**config.mk**
```make
export PLATFORM = sky130hd
export DESIGN_NAME = multi_mode_counter
export DESIGN_NICKNAME = d
export VERILOG_FILES = /design/src/rtl/multi_mode_counter.sv
export SDC_FILE = /design/constraint.sdc
export NUM_CORES = 1
export LEC_CHECK = 0
export CAP_MARGIN = 20
export CORE_MARGIN = 5
export CORE_UTILIZATION = 40
export DETAILED_ROUTE_END_ITERATION = 16
export GPL_TIMING_DRIVEN = 0
export PLACE_DENSITY = 0.62
export REMOVE_ABC_BUFFERS = 1
export SETUP_SLACK_MARGIN = 0.02
export SYNTH_ARGS = -nofsm -noshare
export SYNTH_HDL_FRONTEND = slang
export SYNTH_SLANG_ARGS = --single-unit
```
**constraint.sdc**
```tcl
create_clock -name clk -period 3.9 [get_ports clk]
set_clock_uncertainty 0.1 [all_clocks]
set_input_delay 1.17 -clock clk [delete_from_list [all_inputs] [get_ports clk]]
set_output_delay 1.17 -clock clk [all_outputs]
set_load 0.01 [all_outputs]
```
**src/rtl/multi_mode_counter.sv**
```systemverilog
// Run-time selectable up/down/ring/Johnson counter: one register stage, with clear, load, modulus, tc and illegal-state repair.
// Build macro MMC_SATURATE_EN makes the binary modes hold at their end value instead of wrapping.
module multi_mode_counter #(
  parameter int         WIDTH    = 4,
  parameter int         MODULUS  = 2**WIDTH,
  parameter logic [1:0] RST_MODE = 2'd0
) (
  input  logic             clk,
  input  logic             reset,
  input  logic             en,
  input  logic             clear,
  input  logic             load,
  input  logic [WIDTH-1:0] load_val,
  input  logic [1:0]       mode,
  output logic [WIDTH-1:0] count,
  output logic             tc,
  output logic             state_err
);

  localparam logic [1:0] MODE_UP   = 2'd0;
  localparam logic [1:0] MODE_DOWN = 2'd1;
  localparam logic [1:0] MODE_RING = 2'd2;
  localparam logic [1:0] MODE_JOHN = 2'd3;

  // One extra bit so MODULUS = 2**WIDTH yields an all-ones top value.
  localparam logic [WIDTH:0]   MOD_EXT  = (WIDTH+1)'(MODULUS);
  localparam logic [WIDTH:0]   TOP_EXT  = MOD_EXT - (WIDTH+1)'(1);
  localparam logic [WIDTH-1:0] TOP      = TOP_EXT[WIDTH-1:0];
  localparam logic [WIDTH-1:0] ONE      = WIDTH'(1);
  localparam logic [WIDTH-1:0] MSB_ONLY = {1'b1, {(WIDTH-1){1'b0}}};

`ifdef MMC_SATURATE_EN
  localparam bit SATURATE = 1'b1;
`else
  localparam bit SATURATE = 1'b0;
`endif

  logic [1:0]       mode_q, mode_d;
  logic [WIDTH-1:0] count_q, count_d;
  logic             err_q, err_d;

  logic             mode_chg;
  logic             at_top, at_zero;
  logic             ring_ok, john_ok;
  logic [WIDTH-1:0] count_inv;
  logic [WIDTH-1:0] step_val;
  logic             step_err;
  logic             tc_dec;

  function automatic logic [WIDTH-1:0] seed(input logic [1:0] m);
    case (m)
      MODE_DOWN: return TOP;
      MODE_RING: return ONE;
      default:   return '0;
    endcase
  endfunction

  assign mode_chg = (mode != mode_q);

  always_comb begin
    at_top    = ({1'b0, count_q} >= TOP_EXT);
    at_zero   = (count_q == '0);
    count_inv = ~count_q;
    ring_ok   = $onehot(count_q);
    // Johnson legal states are a run of low ones (0..01..1) or its complement (1..10..0).
    john_ok   = ((count_q & (count_q + ONE)) == '0) ||
                ((count_inv & (count_inv + ONE)) == '0);
  end

  always_comb begin
    step_val = count_q;
    step_err = 1'b0;
    case (mode_q)
      MODE_UP: begin
        if (at_top) step_val = SATURATE ? TOP : '0;
        else        step_val = count_q + ONE;
      end
      MODE_DOWN: begin
        if (at_zero) step_val = SATURATE ? '0 : TOP;
        else         step_val = count_q - ONE;
      end
      MODE_RING: begin
        if (!ring_ok) begin
          step_val = seed(MODE_RING);
          step_err = 1'b1;
        end else begin
          step_val = {count_q[WIDTH-2:0], count_q[WIDTH-1]};
        end
      end
      default: begin
        if (!john_ok) begin
          step_val = seed(MODE_JOHN);
          step_err = 1'b1;
        end else begin
          step_val = {count_q[WIDTH-2:0], ~count_q[WIDTH-1]};
        end
      end
    endcase
  end

  always_comb begin
    mode_d  = mode_q;
    count_d = count_q;
    err_d   = err_q;
    if (clear) begin
      count_d = seed(mode_q);
      err_d   = 1'b0;
    end else if (load) begin
      // Binary loads are clamped into range; ring/Johnson loads are repaired on the next step.
      if (!mode_q[1] && ({1'b0, load_val} >= MOD_EXT)) count_d = TOP;
      else                                              count_d = load_val;
    end else if (mode_chg) begin
      mode_d  = mode;
      count_d = seed(mode);
    end else if (en) begin
      count_d = step_val;
      if (step_err) err_d = 1'b1;
    end
  end

  always_ff @(posedge clk or posedge reset) begin
    if (reset) begin
      mode_q  <= RST_MODE;
      count_q <= seed(RST_MODE);
      err_q   <= 1'b0;
    end else begin
      mode_q  <= mode_d;
      count_q <= count_d;
      err_q   <= err_d;
    end
  end

  always_comb begin
    case (mode_q)
      MODE_UP:   tc_dec = (count_q == TOP);
      MODE_DOWN: tc_dec = at_zero;
      default:   tc_dec = (count_q == MSB_ONLY);
    endcase
  end

  assign tc        = en && !mode_chg && tc_dec;
  assign count     = count_q;
  assign state_err = err_q;

endmodule
```
# --- Word-level counts from Yosys, hierarchy flattened ---
# Index checks and enable logic that the tools add are counted.
classes:
  add_sub_neg: 6
  n_lt_le_gt_ge: 1
  n_eq_ne: 10
  n_mux: 20
  n_bitwise: 6
  reduce_logical: 14
ops:
  columns: ["op", "count"]
  rows:
  - ["2-to-1 mux 4 bit", 8]
  - ["one-hot mux 4 bit (2 select lines)", 2]
  - ["zero test 4 bit", 3]
  - ["one-hot mux 4 bit (3 select lines)", 1]
  - ["adder 4 x 1 -> 4 bit (second input constant)", 2]
  - ["bitwise AND 4 bit", 2]
  - ["equality test 4 bit (second input constant)", 2]
  - ["2-to-1 mux 1 bit", 7]
  - ["adder 1 x 1 -> 2 bit", 2]
  - ["equality test 2 x 1 -> 1 bit (second input constant)", 2]
  - ["equality test 2 bit (second input constant)", 2]
  - [">= comparator 4 bit (second input constant)", 1]
  - ["inequality test 2 bit (second input constant)", 2]
  - ["inverter 4 bit", 1]
  - ["one-hot mux 1 bit (2 select lines)", 2]
  - ["AND reduction 4 bit", 1]
  - ["nonzero test 2 bit", 2]
  - ["nonzero test 4 bit", 1]
  - ["subtractor 4 x 1 -> 4 bit (second input constant)", 1]
  - ["adder 2 x 2 -> 3 bit", 1]
  - ["equality test 3 x 1 -> 1 bit (second input constant)", 1]
  - ["inverter 1 bit", 3]
  - ["AND reduction 3 bit", 1]
  - ["logical AND 1 bit", 2]
  - ["5 further kinds", 5]
totals:
  ff_bits: 7
  inputBits: 11
  out_inout_bits: 6

# --- Depth between registers and ports, before layout ---
# Gate-level depths: netlist (run 1).
logic_depth:
  ltp_word: 12
  ltp_mapped: 10
  ltp_nobuf: 10

# --- Worst setup path after synthesis (run 1) ---
# OpenSTA, ideal clock, no wires.
synth_timing:
  kind: "input to output"
  start: "in mode[1]"
  end: "out tc"
  arrival_time_ns: 1.708
  t_required_ns: 2.630
  slack_ns: 0.922
  cell_stages: 3
  n_path_buf: 0
  path_cell_list: "xor2_1 > nor2_2 > and3_1"
synth_via:
  elab_chain_cells: 4
synth_lines:
  columns: ["element", "line", "rtl"]
  rows:
  - ["start, declared", "14", "input logic [1:0] mode,"]
  - ["inequality test 2 bit", "58", "assign mode_chg = (mode != mode_q);"]
  - ["zero test 1 bit", "141", "assign tc = en && !mode_chg && tc_dec;"]
  - ["logical AND 1 bit (2 in a row)", "141", null]
  - ["end, declared", "16", "output logic tc,"]
# Every way passes these cells.

# --- Worst setup path after layout (run 1) ---
# Same ends and word-level chain as after synthesis.

==> out/metrics.cfg, run 1 <==
[synth]
synth_fa_ha_area_frac = 0.202
synthXorXnorAreaFrac = 0.0181
ys_ff_latch = 7
synth_compound_area_frac = 0.290
synth_top_family_by_area = compound AO/OA/AOI/OAI gates
yosys_warnings = 0
ys_types = 42
synth_area_per_cell_sq_um = 7.93
synth_cells = 122
ys_seq_area_frac = 0.181
synth.area.mux_share = 0
synth-simple-area-share = 0.210
synth_area_sq_um = 967

[job]
drv_cap = 0

[die]
core_area_sq_um = 2250
top_level_ports = 17
die_area_sq_um = 3500
die_h_um = 59.2
die_x_um = 59.2
rows = 17
initial_utilization = 0.429

[clocking]
clock_sinks = 7
clkTransAtPathRegs_ps = 50
clockRootBuffer = clkbuf_4
ctsHtreeMaxLevel = 1
cts_inserted_buffers = 3
ctsHoldBuffers = 0
cts_tree = yes
clock_latency_ps = 250
cts_buffer_depth = 2

[setup_path]
critPathCaptureType = output pin
critPathKind = primary input to output pin
r2r_end = count[2]
reg2regPathDepth = 9
crit_end = tc
r2r-start = count[0]
worst_ep_arrival_time_ps = 2450
cp.required_ps = 2630
setup.worst_path.start = mode[1]
startpoint_type = primary input
cp_max_fo = 3
ff2ff_setup_slack_ps = 780

[place]
place_area_sq_um = 1140
place_hpwl_mm = 1.95
port_buffers = 16
dp_worst_setup_slack_ps = -115
globalplace.congestion = 0.888

[detailed_routing]
wl_met2_mm = 1.20
ant_nets = 0
top_layer_used = met4
drt-total-wl_mm = 2.52
first_iter_violations = 45
drc = 0
vias_per_cell = 5.80
met1Wirelength_mm = 1.16
first_pass_iters = 4
wl_per_cell_um = 15.1
route.met3.wl_um = 130
vias = 968

[power]
seq_power_share = 0.267
powerDensity_nw_per_um2 = 348
max-vdd-ir-drop_mv = 0.163
combPwrFrac = 0.575
p_int_mw = 0.231
power_switching_mw = 0.182
p_leak_nw = 0.537
p_sw_frac = 0.441
p_clk_frac = 0.157

[min_path]
hold_path.class = register to register
hold_path_depth = 2

[global_route]
grt_max_degree = 14
antenna_found_initial = 0
first_global_vias = 898
grt_util_all_layers = 0.155
overflow = 0
grt_pass1_wl_mm = 4.22

[sta]
rsz0062_at_grt = no
min_period_ps = 3720
tns_ps = 0
worstMarginPinSlew_ps = 604
slew_violations = 0
slew_headroom = 0.596
fmax_ghz = 0.269
whs_ps = 440
finalSetupViolations = 0
min_period_over_period = 0.954
timing.final.ws_setup_ps = 178
hold_viol_final = 0

[cells_and_area]
fin_nets = 166
layout-drive-gt1-share = 0.101
fillers = 234
final_cell_mix = 18 x inv_1, 14 x ha_1, 14 x clkdlybuf4s50_1, 8 x a21oi_1, 7 x dfrtp_1
design_area_sq_um = 1180
final_util = 0.525
syn2layout_area_growth_pct = 22.4
final_common_cell = inv_1
antenna_cells = 0

[status]
outcome = finished clean

worst max-delay path, stage by stage:
cell and delay, ps:
clkdlybuf4s50_1 560, xor2_2 220, nor2_2 70, and3_1 160, dlygate4sd2_1 280
sequential cells by signal, summed over array words and instances, names as in the netlist:
signal,count
state_err,1
mode_q,2
count,4
synthesized netlist by cell type:
| cell | count | area, sq um |
|---|---|---|
| a311oi_1 | 2 | 17.5 |
| a31oi_1 | 3 | 18.8 |
| o211ai_1 | 2 | 15.0 |
| a22o_1 | 1 | 8.76 |
| a21oi_1 | 8 | 40.0 |
| nor2_2 | 2 | 12.5 |
| buf_2 | 2 | 10.0 |
| a31o_2 | 1 | 8.76 |
| dfrtp_1 | 7 | 175 |
| nor3_1 | 6 | 30.0 |
| o311ai_1 | 1 | 8.76 |
| o21ai_0 | 5 | 25.0 |
| nand2b_1 | 1 | 6.26 |
| a221oi_2 | 1 | 15.0 |
| xor2_1 | 2 | 17.5 |
| nor3b_1 | 2 | 15.0 |
| fa_1 | 1 | 20.0 |
| inv_2 | 1 | 3.75 |
| nor4b_1 | 1 | 8.76 |
| or3_1 | 2 | 12.5 |
| o32a_1 | 1 | 10.0 |
| clkbuf_1 | 1 | 3.75 |
| nand4_1 | 1 | 6.26 |
| o211a_1 | 1 | 10.0 |
| ha_1 | 14 | 175 |
| inv_1 | 18 | 67.6 |
| a21o_1 | 3 | 22.5 |
| buf_6 | 1 | 11.3 |
| a2bb2oi_1 | 2 | 17.5 |
| nor2_1 | 5 | 18.8 |
| nor3_2 | 2 | 20.0 |
| o21bai_1 | 1 | 7.51 |
| and3_1 | 1 | 6.26 |
| or2_1 | 1 | 6.26 |
| a21boi_0 | 1 | 7.51 |
| nor2b_1 | 1 | 6.26 |
| o22ai_1 | 2 | 12.5 |
| nand3_1 | 4 | 20.0 |
| o2111ai_1 | 2 | 17.5 |
| nand2_1 | 6 | 22.5 |
| a211o_1 | 2 | 17.5 |
| or3_4 | 1 | 11.3 |
worst min-delay path by stage:
stage,startpoint,endpoint,slack (ps)
2_1_floorplan,state_err,state_err,460
3_3_place_gp,state_err,state_err,440
3_5_place_dp,state_err,state_err,430
4_1_cts,state_err,state_err,440
5_1_grt,state_err,state_err,450
6_report,state_err,state_err,440
routing by layer:
metal | track usage | up-vias
met5 | 0 | -
met4 | 0.0388 | 0
met3 | 0.00871 | 4
met2 | 0.232 | 40
met1 | 0.239 | 445
li1 | - | 479
logic make-up after synthesis:
kind of cell / count (synthesis)
AO/OA/AOI/OAI: 39
XOR/XNOR: 2
adder cells (fa/ha/maj): 15
buffers and inverters: 23
flip-flops: 7
AND/OR/NAND/NOR: 36
through the flow:
| stage | cells | total power, mW |
|---|---|---|
| final | 167 | 0.412 |
| after global routing | 167 | 0.445 |
| after CTS | 167 | 0.410 |
| after detailed placement | 162 | 0.340 |
| after global placement | 162 | 0.334 |
| after floorplan | 118 | 0.262 |
final cells by class:
type                       instances  area [sq um]  share of cell area
tap                               28          35.0              0.0296
timing repair buffer              17           165               0.140
sequential                         7           175               0.148
multi-input combinational         92           711               0.600
clock buffer                       4          26.3              0.0222
inverter                          19          71.3              0.0603
power groups by stage:
stage          Sequential, mW  Clock, mW  Combinational [mW]
2_1_floorplan           0.105          0               0.156
3_3_place_gp            0.110          0               0.224
3_5_place_dp            0.110          0               0.230
4_1_cts                 0.110     0.0648               0.235
5_1_grt                 0.114     0.0705               0.261
6_report                0.110     0.0649               0.237
what timing repair did:
action,4_1_cts,5_1_grt
endpoints found under the setup margin,1,0
resized for setup,4,0
buffers inserted,1,0
Note: power is estimated with default switching activity, not from simulation.
==> run 2, diff against run 1 <==
clock period = 3.72 ns   (was 3.9 ns; I/O delays follow)
==> results of run 2 <==
The final DEF is identical to that of run 1. Status: finished clean.
Main changes from that run: setup slack after placement -115 ps -> -187 ps; setup slack after layout 178 ps -> 106 ps; register-to-register setup slack 780 ps -> 600 ps; total power 0.412 mW -> 0.432 mW; worst IR drop on VDD 0.163 mV -> 0.171 mV
